### config.mk
export PLATFORM = sky130hd
export DESIGN_NAME = chain_request_initiator
export DESIGN_NICKNAME = d
export VERILOG_FILES = /design/src/rtl/chain_request_initiator_pkg.sv /design/src/rtl/chain_request_initiator_timeout.sv /design/src/rtl/chain_request_initiator.sv
export SDC_FILE = /design/constraint.sdc
export NUM_CORES = 1
export LEC_CHECK = 0
export ABC_AREA = 1
export BUFFER_PORTS_ARGS = -buffer_cell sky130_fd_sc_hd__buf_2
export CAP_MARGIN = 10
export CORE_ASPECT_RATIO = 1.75
export CORE_MARGIN = 2
export CORE_UTILIZATION = 50
export DETAILED_ROUTE_END_ITERATION = 16
export GPL_ROUTABILITY_DRIVEN = 0
export PLACE_DENSITY_LB_ADDON = 0.25
export SLEW_MARGIN = 0
export SYNTH_ARGS = -nofsm -noshare
export SYNTH_HDL_FRONTEND = slang
export SYNTH_SLANG_ARGS = --single-unit
### constraint.sdc
create_clock -name clk -period 3.3 [get_ports clk]
set_input_delay 0.495 -clock clk [delete_from_list [all_inputs] [get_ports clk]]
set_output_delay 0.495 -clock clk [all_outputs]
set_load 0.03 [all_outputs]
### src/rtl/chain_request_initiator_pkg.sv
// Shared packet, status and FSM encodings for the daisy-chain request ring.
// Packet layout is {type, payload}; a REQ payload is {node_id, cmd}.
package chain_request_initiator_pkg;

  localparam int unsigned TYPE_CODE_W = 2;
  localparam int unsigned STATUS_W    = 2;

  localparam logic [TYPE_CODE_W-1:0] TYPE_IDLE = 2'd0;
  localparam logic [TYPE_CODE_W-1:0] TYPE_REQ  = 2'd1;
  localparam logic [TYPE_CODE_W-1:0] TYPE_RESP = 2'd2;

  localparam logic [STATUS_W-1:0] STATUS_OK      = 2'd0;
  localparam logic [STATUS_W-1:0] STATUS_MISS    = 2'd1;
  localparam logic [STATUS_W-1:0] STATUS_TIMEOUT = 2'd2;

  typedef enum logic [1:0] {
    ST_IDLE = 2'd0,
    ST_SEND = 2'd1,
    ST_WAIT = 2'd2,
    ST_DONE = 2'd3
  } state_e;

endpackage

### src/rtl/chain_request_initiator_timeout.sv
// chain_timeout_counter: saturating WAIT-cycle counter with a one-cycle expiry flag.
// TIMEOUT_CYCLES of 0 disables expiry entirely.
module chain_timeout_counter #(
  parameter int unsigned TIMEOUT_CYCLES = 1023
) (
  input  logic clk,
  input  logic rst,
  input  logic clear,
  input  logic enable,
  output logic expire_c
);

  localparam int unsigned CNT_W = (TIMEOUT_CYCLES == 0) ? 1 : $clog2(TIMEOUT_CYCLES + 1);
  localparam logic [CNT_W-1:0] CNT_MAX  = CNT_W'(TIMEOUT_CYCLES);
  localparam logic [CNT_W-1:0] CNT_LAST = CNT_W'((TIMEOUT_CYCLES == 0) ? 0 : TIMEOUT_CYCLES - 1);
  localparam bit EXPIRE_EN = (TIMEOUT_CYCLES != 0);

  logic [CNT_W-1:0] count_q;
  logic [CNT_W-1:0] count_d;

  always_comb begin
    count_d = count_q;
    if (clear) begin
      count_d = '0;
    end else if (enable && (count_q != CNT_MAX)) begin
      count_d = count_q + CNT_W'(1);
    end
  end

  always_ff @(posedge clk) begin
    if (rst) begin
      count_q <= '0;
    end else begin
      count_q <= count_d;
    end
  end

  // Fires on the last counted cycle so DONE is entered exactly TIMEOUT_CYCLES after WAIT entry.
  assign expire_c = EXPIRE_EN && enable && (count_q == CNT_LAST);

endmodule

### src/rtl/chain_request_initiator.sv
// Initiator of the daisy-chain request ring: launches one REQ, waits for it to
// return as RESP (OK), unchanged REQ (MISS) or not at all (TIMEOUT).
module chain_request_initiator
  import chain_request_initiator_pkg::*;
#(
  parameter int unsigned TYPE_W         = 2,
  parameter int unsigned PAYLOAD_W      = 32,
  parameter int unsigned ID_W           = 4,
  parameter int unsigned CMD_W          = PAYLOAD_W - ID_W,
  parameter int unsigned PKT_W          = TYPE_W + PAYLOAD_W,
  parameter int unsigned TIMEOUT_CYCLES = 1023
) (
  input  logic                 clk,
  input  logic                 rst,
  input  logic                 req_valid,
  output logic                 req_ready,
  input  logic [ID_W-1:0]      req_node_id,
  input  logic [CMD_W-1:0]     req_cmd,
  output logic                 resp_valid,
  input  logic                 resp_ready,
  output logic [1:0]           resp_status,
  output logic [PAYLOAD_W-1:0] resp_data,
  output logic                 tx_valid,
  input  logic                 tx_ready,
  output logic [PKT_W-1:0]     tx_packet,
  input  logic                 rx_valid,
  output logic                 rx_ready,
  input  logic [PKT_W-1:0]     rx_packet,
  output logic                 stray_pulse
);

  state_e state_q, state_d;

  logic [PAYLOAD_W-1:0] pend_q, pend_d;
  logic                 tx_valid_q, tx_valid_d;
  logic [PKT_W-1:0]     tx_packet_q, tx_packet_d;
  logic                 resp_valid_q, resp_valid_d;
  logic [1:0]           resp_status_q, resp_status_d;
  logic [PAYLOAD_W-1:0] resp_data_q, resp_data_d;
  logic                 stray_q, stray_d;

  logic [TYPE_W-1:0]    rx_type_c;
  logic [PAYLOAD_W-1:0] rx_payload_c;
  logic                 rx_resp_c, rx_miss_c, rx_term_c;
  logic                 accept_c, timer_clear_c, timer_en_c, expire_c;

  // Packet field split and rx classification against the pending request.
  assign rx_type_c    = rx_packet[PKT_W-1 -: TYPE_W];
  assign rx_payload_c = rx_packet[PAYLOAD_W-1:0];
  assign rx_resp_c    = rx_valid && (rx_type_c == TYPE_W'(TYPE_RESP));
  assign rx_miss_c    = rx_valid && (rx_type_c == TYPE_W'(TYPE_REQ)) && (rx_payload_c == pend_q);
  assign rx_term_c    = rx_resp_c || rx_miss_c;

  assign req_ready     = (state_q == ST_IDLE) && !rst;
  assign accept_c      = req_valid && req_ready;
  assign timer_clear_c = (state_q == ST_SEND) && tx_ready;
  assign timer_en_c    = (state_q == ST_WAIT);
  assign rx_ready      = 1'b1;

  chain_timeout_counter #(
    .TIMEOUT_CYCLES(TIMEOUT_CYCLES)
  ) u_timeout (
    .clk      (clk),
    .rst      (rst),
    .clear    (timer_clear_c),
    .enable   (timer_en_c),
    .expire_c (expire_c)
  );

  always_ff @(posedge clk) begin
    if (rst) begin
      state_q <= ST_IDLE;
    end else begin
      state_q <= state_d;
    end
  end

  always_comb begin
    state_d = state_q;
    case (state_q)
      ST_IDLE: if (accept_c)                state_d = ST_SEND;
      ST_SEND: if (tx_ready)                state_d = ST_WAIT;
      ST_WAIT: if (rx_term_c || expire_c)   state_d = ST_DONE;
      ST_DONE: if (resp_ready)              state_d = ST_IDLE;
      default:                              state_d = ST_IDLE;
    endcase
  end

  always_comb begin
    pend_d        = pend_q;
    tx_valid_d    = tx_valid_q;
    tx_packet_d   = tx_packet_q;
    resp_valid_d  = resp_valid_q;
    resp_status_d = resp_status_q;
    resp_data_d   = resp_data_q;
    // Every rx packet that does not terminate a WAIT is dropped and flagged.
    stray_d       = rx_valid && !((state_q == ST_WAIT) && rx_term_c);
    case (state_q)
      ST_IDLE: begin
        if (accept_c) begin
          pend_d      = {req_node_id, req_cmd};
          tx_valid_d  = 1'b1;
          tx_packet_d = {TYPE_W'(TYPE_REQ), req_node_id, req_cmd};
        end
      end
      ST_SEND: begin
        if (tx_ready) tx_valid_d = 1'b0;
      end
      ST_WAIT: begin
        if (rx_resp_c) begin
          resp_valid_d  = 1'b1;
          resp_status_d = STATUS_OK;
          resp_data_d   = rx_payload_c;
        end else if (rx_miss_c) begin
          resp_valid_d  = 1'b1;
          resp_status_d = STATUS_MISS;
          resp_data_d   = '0;
        end else if (expire_c) begin
          resp_valid_d  = 1'b1;
          resp_status_d = STATUS_TIMEOUT;
          resp_data_d   = '0;
        end
      end
      ST_DONE: begin
        if (resp_ready) resp_valid_d = 1'b0;
      end
      default: ;
    endcase
  end

  always_ff @(posedge clk) begin
    if (rst) begin
      pend_q        <= '0;
      tx_valid_q    <= 1'b0;
      tx_packet_q   <= '0;
      resp_valid_q  <= 1'b0;
      resp_status_q <= '0;
      resp_data_q   <= '0;
      stray_q       <= 1'b0;
    end else begin
      pend_q        <= pend_d;
      tx_valid_q    <= tx_valid_d;
      tx_packet_q   <= tx_packet_d;
      resp_valid_q  <= resp_valid_d;
      resp_status_q <= resp_status_d;
      resp_data_q   <= resp_data_d;
      stray_q       <= stray_d;
    end
  end

  assign tx_valid    = tx_valid_q;
  assign tx_packet   = tx_packet_q;
  assign resp_valid  = resp_valid_q;
  assign resp_status = resp_status_q;
  assign resp_data   = resp_data_q;
  assign stray_pulse = stray_q;

endmodule

==> impl_metrics.env <==
export IMPL_family_with_the_most_delay_on_the_worst_path="simple AND/OR/NAND/NOR gates"
export IMPL_tritonroute_pass_1_iters=4
export IMPL_timing_final_crit_period_ps=2140
export IMPL_rsz0062_at_grt="false"
export IMPL_yosys_warnings=0
export IMPL_global_route_wire_length_before_repair_mm=16.6
export IMPL_vdd_drop_max_mv=0.369
export IMPL_postLayoutSetupSlackWorst_ps=1160
export IMPL_clkSlewWorstSetupHoldPaths_ps=60
export IMPL_design_portCount=145
export IMPL_share_of_cells_above_drive_strength_1_pct=27.2
export IMPL_diodes=0
export IMPL_timing_hold_worst_class="input pin to flop"
export IMPL_placed_cells_incl_taps=766
export IMPL_die_height_um=121
export IMPL_number_of_h_tree_levels=3
export IMPL_crit_path_cell_trace="inv_1 -> nand2_1 -> nand2_1 -> nor2_1 -> nand3_1 -> nor2_1 -> nand3_2 -> nand3_4 -> nand2_4 -> clkinv_4 -> nor2_1 -> nor2_1"
export IMPL_layout_cells_most_common="nand2_1"
export IMPL_syn_num_nets=637
export IMPL_post_synth_top_flop="dfxtp_1"
export IMPL_cp_end_kind="flop"
export IMPL_critical_path_startpoint_type="flop"
export IMPL_drt_initial_drc_count=180
export IMPL_num_vias=3987
export IMPL_path_common_cell="nor2_1"
export IMPL_effective_utilization_at_floorplan_pct=51.8
export IMPL_placement_rows=42
export IMPL_drv_cap=0
export IMPL_placement_io_buffers=142
export IMPL_ys_ff_latch=82
export IMPL_clk_root_buffer_cell="clkbuf_16"
export IMPL_critPathBufInv=2
export IMPL_layout_nets=768
export IMPL_crit_reg2reg_launch="pend_q[5]$_SDFFE_PP0P_"
export IMPL_aggregate_global_routing_overflow=0
export IMPL_total_of_cells_resized_after_clock_tree_synthesis=0
export IMPL_outcome="finished clean"
export IMPL_hold_viol_final=0
export IMPL_post_synth_num_cell_types=29
export IMPL_clock_tree_from_tritoncts="built"
export IMPL_post_place_ws_ps=1010
export IMPL_crit_required_ps=3570
export IMPL_avgRoutedWirePerCell_um=13.5
export IMPL_placeableCoreArea_um2=7570
export IMPL_worst_skew_pair_late_latency_ps=340
export IMPL_cts_num_sinks=82
export IMPL_post_cts_buffers=0
export IMPL_crit_fanout=34
export IMPL_final_setup_tns_ps=0
export IMPL_routed_via_density=5.10
export IMPL_finalWirelength_mm=10.5
export IMPL_worst_ep_arrival_time_ps=2420
export IMPL_leakagePower_nw=2.47
export IMPL_fp_dieArea_um2=8590
export IMPL_finalSetupViolations=0
export IMPL_crit_start="pend_q[5]$_SDFFE_PP0P_"
export IMPL_ys_seq_area_share_pct=41.9
export IMPL_synthToLayoutAreaGrowth_pct=25.8
export IMPL_power_density_nw_per_um2=656
export IMPL_clock_skew_final_ps=5.57
export IMPL_final_hpwl_from_detailed_placement_mm=7.51
export IMPL_cts_buffers=9
export IMPL_detail_route_antenna_nets=0
export IMPL_initial_antenna_violation_count=0
export IMPL_worst_margin_pin_slew_ps=578
export IMPL_number_of_global_route_vias_before_repair=3735
export IMPL_synth_async_sr_flop_share_pct=0
export IMPL_cell_area_after_synthesis_um2=3920
export IMPL_slew_headroom_pct=61.4
export IMPL_final_core_utilization_pct=65.2
export IMPL_worstHoldStart="req_cmd[8]"
export IMPL_layout_common_cells="nand2_1, buf_2, dfxtp_1"
export IMPL_clock_path_buffers=2
export IMPL_synth_edf_count=0
export IMPL_hold_ws_ps=348
export IMPL_grt_start_max_net_pins=40
export IMPL_critical_path_slowest_cell="dfxtp_1"
export IMPL_synthCells=558
export IMPL_cts_hold_fix_buffers=0
export IMPL_post_route_drc_count=0
export IMPL_kind_of_critical_path="flop to flop"
export IMPL_synthesis_area_per_instance_um2=7.03
export IMPL_layout_worst_path_cycle_share_pct=65.0
export IMPL_number_of_slew_limit_violations_in_the_final_report=0
export IMPL_timing_fmax_ghz=0.466
export IMPL_fin_cells=782
export IMPL_slowest_stage_delay_cp_ps=340
export IMPL_die_width_um=70.9
export IMPL_grt_usage_pct=24.6
-- tightest hold or removal path: stages --
cell and delay [ps]:
buf_2 70, nand2_1 40, nand2_1 50
-- synthesized netlist by cell type, types with 6 or more instances --
library cell / count / area share (%)
xor2_1: 12 / 2.7
ha_1: 7 / 2.2
nand4_1: 6 / 0.96
o21ai_0: 14 / 1.8
xnor2_1: 15 / 3.4
nor2_1: 72 / 6.9
nor2_2: 21 / 3.4
nand3_1: 68 / 8.7
nand2_1: 166 / 16
clkbuf_1: 15 / 1.4
inv_1: 33 / 3.2
a21oi_1: 21 / 2.7
dfxtp_1: 82 / 42
-- layout make-up --
class	instances	area, um2
Timing Repair Buffer	148	756
Multi-Input combinational cell	412	1990
Tap cell	88	110
Fill cell	733	2640
Clock buffer	14	264
Inverter	36	140
Sequential cell	82	1640
Clock inverter	2	35.0
-- routing by layer --
layer / part of all wire, % / global-route usage [%] / up-vias
li1: - / - / 2009
met2: 52 / 43.3 / 140
met1: 39 / 26.5 / 1806
met5: 0 / 0 / -
met4: 4.1 / 15.4 / 0
met3: 5.0 / 4.32 / 32
-- logic make-up (layout without fill, tap and decap cells) --
logic type	count (synthesis)	in the layout	share of synthesized area (%)
buffers and inverters	64	200	7.53
AND/OR/NAND/NOR	339	339	37.3
other	2	2	0.192
adder cells (fa/ha/maj)	7	7	2.23
XOR/XNOR	27	27	6.03
AO/OA/AOI/OAI	37	37	4.85
flip-flops	82	82	41.9
-- per-stage QoR --
step / power, mW / instance area [um2]
floorplan: 1.94 / 3920
global placement: 2.21 / 4630
detailed placement: 2.24 / 4630
CTS: 3.25 / 4930
global route: 3.41 / 4930
finish: 3.23 / 4930
-- sequential cells by signal, summed over array words and instances (netlist names) --
signal / flops
resp_data: 32
pend_q: 31
u_timeout.count_q: 10
resp_status: 2
state_q: 2
tx_packet: 2
resp_valid: 1
stray_pulse: 1
tx_valid: 1
-- worst paths after layout --
kind / endpoint / slack [ps] / depth (start not counted)
max: resp_data[30]$_SDFFE_PP0P_ / 1160 / 12
min reg2reg: tx_packet[32]$_SDFFE_PP0P_ / 450 / 2
min: pend_q[8]$_SDFFE_PP0P_ / 350 / 3
max reg2reg: resp_data[30]$_SDFFE_PP0P_ / 1160 / 12
-- report_power, final --
group          switching, mW  internal [mW]
clock network          0.379          0.627
logic                  0.692          0.312
registers              0.103           1.12
No activity file was read; power rests on OpenSTA's default activity.
